## config.mk

```make
export PLATFORM = sky130hd
export DESIGN_NAME = seq_comparator
export DESIGN_NICKNAME = d
export VERILOG_FILES = /design/src/rtl/seq_cmp_pkg.sv /design/src/rtl/seq_comparator_chunk_compare.sv /design/src/rtl/seq_comparator.sv
export SDC_FILE = /design/constraint.sdc
export NUM_CORES = 1
export LEC_CHECK = 0
export CAP_MARGIN = 0
export CORE_ASPECT_RATIO = 0.7
export CORE_MARGIN = 3
export CORE_UTILIZATION = 45
export CTS_CLUSTER_DIAMETER = 50
export DETAILED_ROUTE_END_ITERATION = 10
export PLACE_DENSITY = 0.81
export SETUP_SLACK_MARGIN = 0.2
export SLEW_MARGIN = 20
export SYNTH_ARGS = -nofsm -noshare
export SYNTH_HDL_FRONTEND = slang
export SYNTH_HIERARCHICAL = 1
export SYNTH_SLANG_ARGS = --single-unit
```

## constraint.sdc

```tcl
create_clock -name clk -period 3.7 [get_ports clk]
set_input_delay 0.74 -clock clk [delete_from_list [all_inputs] [get_ports clk]]
set_output_delay 0.74 -clock clk [all_outputs]
set_load 0.02 [all_outputs]
```

## src/rtl/seq_cmp_pkg.sv

```systemverilog
// Shared types and sizing helper for the multi-cycle magnitude comparator.
package seq_cmp_pkg;

  typedef enum logic [1:0] {
    IDLE,
    CMP,
    DONE
  } state_t;

  typedef enum logic [1:0] {
    RES_NONE,
    RES_GT,
    RES_EQ,
    RES_LT
  } cmp_res_t;

  function automatic int calc_nchunk(input int width, input int chunk);
    return width / chunk;
  endfunction

endpackage

```

## src/rtl/seq_comparator_chunk_compare.sv

```systemverilog
// Combinational CHUNK-wide unsigned compare; invert_msb flips both MSBs so the
// signed top chunk orders correctly under an unsigned compare. Zero latency.
module chunk_compare #(
  parameter int CHUNK = 8
) (
  input  logic [CHUNK-1:0] a,
  input  logic [CHUNK-1:0] b,
  input  logic             invert_msb,
  output logic             gt,
  output logic             eq,
  output logic             lt
);

  logic [CHUNK-1:0] msb_mask;
  logic [CHUNK-1:0] a_m;
  logic [CHUNK-1:0] b_m;

  always_comb begin
    msb_mask            = '0;
    msb_mask[CHUNK-1]   = invert_msb;
    a_m                 = a ^ msb_mask;
    b_m                 = b ^ msb_mask;
    gt                  = (a_m > b_m);
    eq                  = (a_m == b_m);
    lt                  = (a_m < b_m);
  end

endmodule

```

## src/rtl/seq_comparator.sv

```systemverilog
// Multi-cycle signed/unsigned comparator, MSB chunk first; 1..NCHUNK edges to a held
// result (SEQ_CMP_EARLY_EXIT_EN), NCHUNK otherwise; in_ready only in IDLE, result held until out_ready.
module seq_comparator
  import seq_cmp_pkg::*;
#(
  parameter int WIDTH = 32,
  parameter int CHUNK = 8
) (
  input  logic             clk,
  input  logic             rst_n,
  input  logic             in_valid,
  output logic             in_ready,
  input  logic [WIDTH-1:0] a,
  input  logic [WIDTH-1:0] b,
  input  logic             signed_mode,
  output logic             out_valid,
  input  logic             out_ready,
  output logic             a_greater,
  output logic             a_equal,
  output logic             a_less
);

  localparam int NCHUNK = calc_nchunk(WIDTH, CHUNK);
  localparam int IDXW   = (NCHUNK > 1) ? $clog2(NCHUNK) : 1;
  localparam logic [IDXW-1:0] TOP_IDX = IDXW'(NCHUNK - 1);

`ifdef SEQ_CMP_EARLY_EXIT_EN
  localparam bit EARLY_EXIT = 1'b1;
`else
  localparam bit EARLY_EXIT = 1'b0;
`endif

  generate
    if (CHUNK < 1 || WIDTH < CHUNK || (WIDTH % CHUNK) != 0) begin : g_param_check
      $fatal(1, "seq_comparator: WIDTH must be a positive multiple of CHUNK");
    end
  endgenerate

  state_t           state_q, state_d;
  cmp_res_t         res_q, res_d;
  logic [IDXW-1:0]  idx_q, idx_d;
  logic [WIDTH-1:0] a_q, b_q;
  logic             sgn_q;
  logic             load;

  logic [CHUNK-1:0] a_chunk, b_chunk;
  logic             c_gt, c_eq, c_lt;
  cmp_res_t         chunk_res;

  always_comb begin
    a_chunk = a_q[int'(idx_q)*CHUNK +: CHUNK];
    b_chunk = b_q[int'(idx_q)*CHUNK +: CHUNK];
  end

  chunk_compare #(.CHUNK(CHUNK)) u_chunk_compare (
    .a          (a_chunk),
    .b          (b_chunk),
    .invert_msb (sgn_q && (idx_q == TOP_IDX)),
    .gt         (c_gt),
    .eq         (c_eq),
    .lt         (c_lt)
  );

  always_comb begin
    chunk_res = RES_EQ;
    if (c_gt)      chunk_res = RES_GT;
    else if (c_lt) chunk_res = RES_LT;
  end

  always_comb begin
    state_d = state_q;
    res_d   = res_q;
    idx_d   = idx_q;
    load    = 1'b0;
    unique case (state_q)
      IDLE: begin
        if (in_valid) begin
          load    = 1'b1;
          idx_d   = TOP_IDX;
          res_d   = RES_NONE;
          state_d = CMP;
        end
      end
      CMP: begin
        // Only the first differing chunk may set the decision; later chunks never overwrite it.
        if (res_q == RES_NONE && !c_eq) res_d = chunk_res;
        if (EARLY_EXIT && !c_eq) begin
          state_d = DONE;
        end else if (idx_q == '0) begin
          if (res_q == RES_NONE) res_d = chunk_res;
          state_d = DONE;
        end else begin
          idx_d = idx_q - IDXW'(1);
        end
      end
      DONE: begin
        if (out_ready) begin
          res_d   = RES_NONE;
          state_d = IDLE;
        end
      end
      default: state_d = IDLE;
    endcase
  end

  always_ff @(posedge clk) begin
    if (!rst_n) begin
      state_q <= IDLE;
      res_q   <= RES_NONE;
      idx_q   <= '0;
      a_q     <= '0;
      b_q     <= '0;
      sgn_q   <= 1'b0;
    end else begin
      state_q <= state_d;
      res_q   <= res_d;
      idx_q   <= idx_d;
      if (load) begin
        a_q   <= a;
        b_q   <= b;
        sgn_q <= signed_mode;
      end
    end
  end

  assign in_ready  = (state_q == IDLE);
  assign out_valid = (state_q == DONE);
  assign a_greater = out_valid && (res_q == RES_GT);
  assign a_equal   = out_valid && (res_q == RES_EQ);
  assign a_less    = out_valid && (res_q == RES_LT);

endmodule

```

* After elaboration in Yosys (flattened, before gate mapping)
Cells that the tools add are included.
** Storage, ports and cells
- Flip-flop bits (word level) :: 71
- Bits of input ports :: 69
- Output and inout port bits :: 5
- Word-level logic and storage cells :: 54
** Cells by class
- $add $sub $neg :: 1
- $lt $le $gt $ge :: 2
- Equality and inequality tests :: 11
- Shifts and indexed selects :: 2
- Mux-type cells :: 16
- Bitwise gates (word level) :: 2
- Reduce and logical (&&, ||, !) cells :: 14
** Operators with widths (number)
- $shiftx A32 B6 Y8 :: 2
- $mux W2 :: 10
- $xor A8 B8 Y8 :: 2
- $pmux W2 S3 :: 2
- $reduce_and A3 Y1 :: 3
- $eq A2 B2 Y1 const B :: 4
- $eq A8 B8 Y1 :: 1
- $gt A8 B8 Y1 :: 1
- $lt A8 B8 Y1 :: 1
- $logic_not A2 Y1 :: 3
- $ne A2 B2 Y1 const B :: 3
- $logic_and A1 B1 Y1 :: 5
- $eq A2 B1 Y1 const B :: 2
- $pmux W2 S2 :: 1
- $mux W1 :: 3
- $reduce_bool A3 Y1 :: 1
- $ne A2 B1 Y1 const B :: 1
- $reduce_bool A2 Y1 :: 1
- $sub A2 B1 Y2 const B :: 1
- $logic_not A1 Y1 :: 1

* Logic depth before layout (Yosys ltp)
- Word-level depth :: 10
- Mapped depth :: 12
- Gate-level depth less buffers :: 11

* Modules after synthesis
Netlist, hierarchy kept.
** By module, submodules not included
- seq_comparator :: instances 1, cells each 349, area an instance 3099.2 µm², sequential area each 1421.4 µm²
- chunk_compare :: instances 1, cells each 30, area an instance 217.7 µm², sequential area each 0.0 µm²

* Worst setup path before layout
No wires, ideal clock.
- Kind :: register to register
- Start point :: reg idx_q[0]
- End point :: reg res_q[1]
- Library setup time :: 0.070 ns
- Data arrival time :: 2.654 ns
- Setup slack :: 0.975 ns
- Cell stages (with the launch flop) :: 12
- Cells stage by stage :: dfxtp_1 -> buf_2 -> buf_6 -> mux4_2 -> ha_1 -> nor2b_1 -> o211ai_1 -> a21o_1 -> a21oi_1 -> nand2b_1 -> or4_1 -> a21oi_1
** Between the ends
- Elaborated cells on any way between the ends :: 16
- Classes of those cells :: 1 x order compare; 2 x eq/ne; 2 x shift; 5 x mux; 2 x bitwise; 4 x reduce/logical
** RTL lines
- start: declaration :: RTL line seq_comparator.sv:41 : logic [IDXW-1:0] idx_q, idx_d;
- start signal: assignment :: RTL line seq_comparator.sv:117 : idx_q <= idx_d;
- $shiftx A32 B6 Y8 * :: RTL line seq_comparator.sv:51 : a_chunk = a_q[int'(idx_q)*CHUNK +: CHUNK];
- named net a_chunk[1] :: RTL line seq_comparator.sv:46 : logic [CHUNK-1:0] a_chunk, b_chunk;
- $xor A8 B8 Y8 * :: RTL line seq_comparator_chunk_compare.sv:21 : a_m = a ^ msb_mask;
- $gt A8 B8 Y1 * :: RTL line seq_comparator_chunk_compare.sv:23 : gt = (a_m > b_m);
- named net c_gt :: RTL line seq_comparator.sv:47 : logic c_gt, c_eq, c_lt;
- $mux W2 * :: RTL line seq_comparator.sv:66 : if (c_gt) chunk_res = RES_GT;
- $mux W2 :: RTL line seq_comparator.sv:86 : if (res_q == RES_NONE && !c_eq) res_d = chunk_res;
- $mux W2 :: RTL line seq_comparator.sv:90 : if (res_q == RES_NONE) res_d = chunk_res;
- $mux W2 * :: RTL line seq_comparator.sv:89 : end else if (idx_q == '0) begin
- $pmux W2 S3 * :: RTL line seq_comparator.sv:75 : unique case (state_q)
- end signal: assignment :: RTL line seq_comparator.sv:116 : res_q <= res_d;
- end: declaration :: RTL line seq_comparator.sv:40 : cmp_res_t res_q, res_d;
The timed path passes the listed nets; every way through them passes the cells marked *.
A chain may end at the register's enable or synchronous reset.

* Final worst setup path
- Start point :: reg idx_q[1]
- End point :: reg res_q[1]
Same word-level chain as after synthesis.

==> flow_metrics.py <==
metrics = {
    "outcome": {
        "outcome": "finished clean",
    },
    "min_path": {
        "min-delay-start": "a_q[6]$_SDFFE_PN0P_",
        "hold_class": "reg2reg",
    },
    "final_layout": {
        "drive_gt1_share_pct": 8.74,
        "fin_util_pct": 61.3,
        "finalInstanceArea_um2": 4260,
        "antennaDiodeCount": 0,
        "mostFrequentLayoutCells": "nand2_1, clkdlybuf4s50_1, dfxtp_1",
        "syn_to_final_growth_pct": 28.4,
        "nets": 520,
        "layout.cells.most_common": "nand2_1",
    },
    "sta": {
        "hold_viol": 0,
        "relSlewSlack_pct": 33.6,
        "maxSlewViolCount": 0,
        "rsz0062_at_grt": "no",
        "final.setup.tns_ps": 0,
        "worst_pin_slew_ps": 994,
        "finClkSkew_ps": 7.31,
        "fmax_mhz": 336,
        "finalSetupViolCount": 0,
        "post-route-min-period_ps": 2980,
        "post-route-period-util_pct": 80.6,
    },
    "worst_setup_path": {
        "startpoint": "idx_q[1]$_SDFFE_PN0P_",
        "cp-end-kind": "flop",
        "crit_fanout": 18,
        "critPathLaunchType": "flop",
        "r2r-start": "idx_q[1]$_SDFFE_PN0P_",
        "cp_data_arrival_time_ps": 3240,
        "required_ps": 3960,
        "critPathKind": "reg2reg",
    },
    "pwr": {
        "power_density_nw_per_um2": 464,
        "internal_power_mw": 1.44,
        "pwr-share-comb_pct": 21.4,
        "switching_share_pct": 27.1,
        "clkPwrFrac_pct": 34.4,
        "p_leak_nw": 1.62,
        "power.total_mw": 1.98,
        "seqPwrFrac_pct": 44.3,
        "ir_drop_v": 0.000204,
        "switchingPower_mw": 0.536,
    },
    "logic_synthesis": {
        "netlist.area_leader.share_pct": 42.9,
        "syn_nets": 458,
        "syn-instance-count": 379,
        "ys_seq_elements": 71,
        "ys_types": 33,
        "synth_ff_type": "dfxtp_1",
        "synthTopCellsByArea": "dfxtp_1, nand2_1, mux4_2",
        "yosys.area.top_type": "dfxtp_1",
        "syn-cell-area_um2": 3320,
        "yosysWarningCount": 6,
        "yosysSeqAreaShare_pct": 42.9,
        "synth_area_per_cell_um2": 8.75,
        "synthArstFlopShare_pct": 0,
        "synth_edf_count": 0,
    },
    "global_routing": {
        "antenna_found_initial": 0,
        "overflow": 0,
        "grt_usage_pct": 19.0,
        "grt_max_degree": 66,
        "grt_pass1_wl_um": 12700,
        "grt_pass1_vias": 2765,
    },
    "floorplan": {
        "rows": 25,
        "core_um2": 6940,
        "start_util_pct": 47.8,
        "die_w_um": 109,
        "dieArea_um2": 8450,
        "die_h_um": 77.8,
        "ios": 74,
    },
    "place": {
        "gp_congestion": 0.824,
        "portBuffers": 73,
        "post_dp_cell_area_um2": 4040,
        "dp_hpwl_um": 5530,
    },
    "cts": {
        "cts_hold_buffers": 0,
        "cts_sinks": 71,
        "clkTransAtPathRegs_ps": 80,
        "cts_buffers": 9,
        "clk_latency_ps": 340,
        "cts_tree": "yes",
        "post_cts_buffers": 0,
        "cts_root_buffer": "clkbuf_8",
        "cts_resized": 0,
        "h-tree-depth": 3,
        "cts_max_path_buffers": 2,
    },
    "route": {
        "wl_per_cell_um": 14.0,
        "drt.antenna.violating_nets": 0,
        "first_iter_violations": 127,
        "drt-total-wl_um": 7580,
        "drt_first_pass_iters": 5,
        "num_vias": 2802,
        "drc": 0,
        "vias_per_cell": 5.19,
    },
    "run": {
        "maxCapViolations": 0,
    },
}
[flip-flops by register name (all words and copies together) (netlist names)]
name / count
a_q: 32
b_q: 32
idx_q: 2
res_q: 2
sgn_q: 1
state_q: 2
[metal layers]
layer	wire (um)	vias up	global-route usage (%)
li1	-	1397	-
met1	3420	1299	24.9
met2	3520	83	29.4
met3	471	23	6.65
met4	164	0	6.18
met5	0	-	0
[per-stage QoR]
stage | instances | setup WS (ps) | hold slack [ps]
6_report | 540 | 719 | 453
2_1_floorplan | 379 | 975 | 430
3_3_place_gp | 524 | 934 | 438
5_1_grt | 540 | 492 | 477
3_5_place_dp | 524 | 733 | 445
4_1_cts | 540 | 737 | 456
[final timing paths]
kind / end / slack [ps] / cells after the start
max reg2reg: res_q[1]$_SDFFE_PN0P_ / 720 / 9
max: res_q[1]$_SDFFE_PN0P_ / 720 / 9
min reg2reg: a_q[6]$_SDFFE_PN0P_ / 450 / 2
min: a_q[6]$_SDFFE_PN0P_ / 450 / 2
[logic make-up (layout without fill, tap and decap cells)]
logic type	after synthesis	count (layout)	synth area share [%]
AO/OA/AOI/OAI	82	82	15.7
XOR/XNOR	2	2	0.528
adder cells (fa/ha/maj)	10	10	3.77
buffers and inverters	40	107	6.68
flip-flops	71	71	42.9
multiplexers	18	18	11.5
AND/OR/NAND/NOR	156	156	19.0
[power groups by stage]
stage               Clock [mW]  Combinational (mW)  Sequential [mW]
floorplan                    0               0.312            0.864
global placement             0               0.402            0.888
detailed placement           0               0.421            0.892
CTS                      0.686               0.422            0.874
global route             0.720               0.473            0.882
finish                   0.680               0.422            0.875
[cell usage after synthesis (2+ instances only)]
cell type and number:
a21boi_1 31, a21oi_1 38, a221oi_1 2, and2_1 2, buf_2 6, buf_4 7
buf_6 5, clkbuf_1 9, dfxtp_1 71, ha_1 10, inv_1 13, mux2i_1 2
mux4_2 16, nand2_1 132, nand4_1 2, nor2_1 9, nor2b_1 3, nor3b_1 2
o21ai_0 4, or3b_1 2
[final cells by class]
class | instances | area [um^2]
clock buffer | 10 | 138
clock inverter | 6 | 83.8
fill | 601 | 2690
inverter | 13 | 48.8
multi-input combinational | 268 | 1680
sequential | 71 | 1420
tap | 94 | 118
timing repair buffer | 78 | 768
[critical path, stage by stage (launching register included)]
cell	delay (ps)
dfxtp_1	870
mux4_2	410
ha_1	330
a211oi_1	250
nor2_1	90
nor2_1	150
a21oi_1	100
nand2b_1	140
or4_1	420
a21oi_1	140
(Power assumes the default switching activity.)
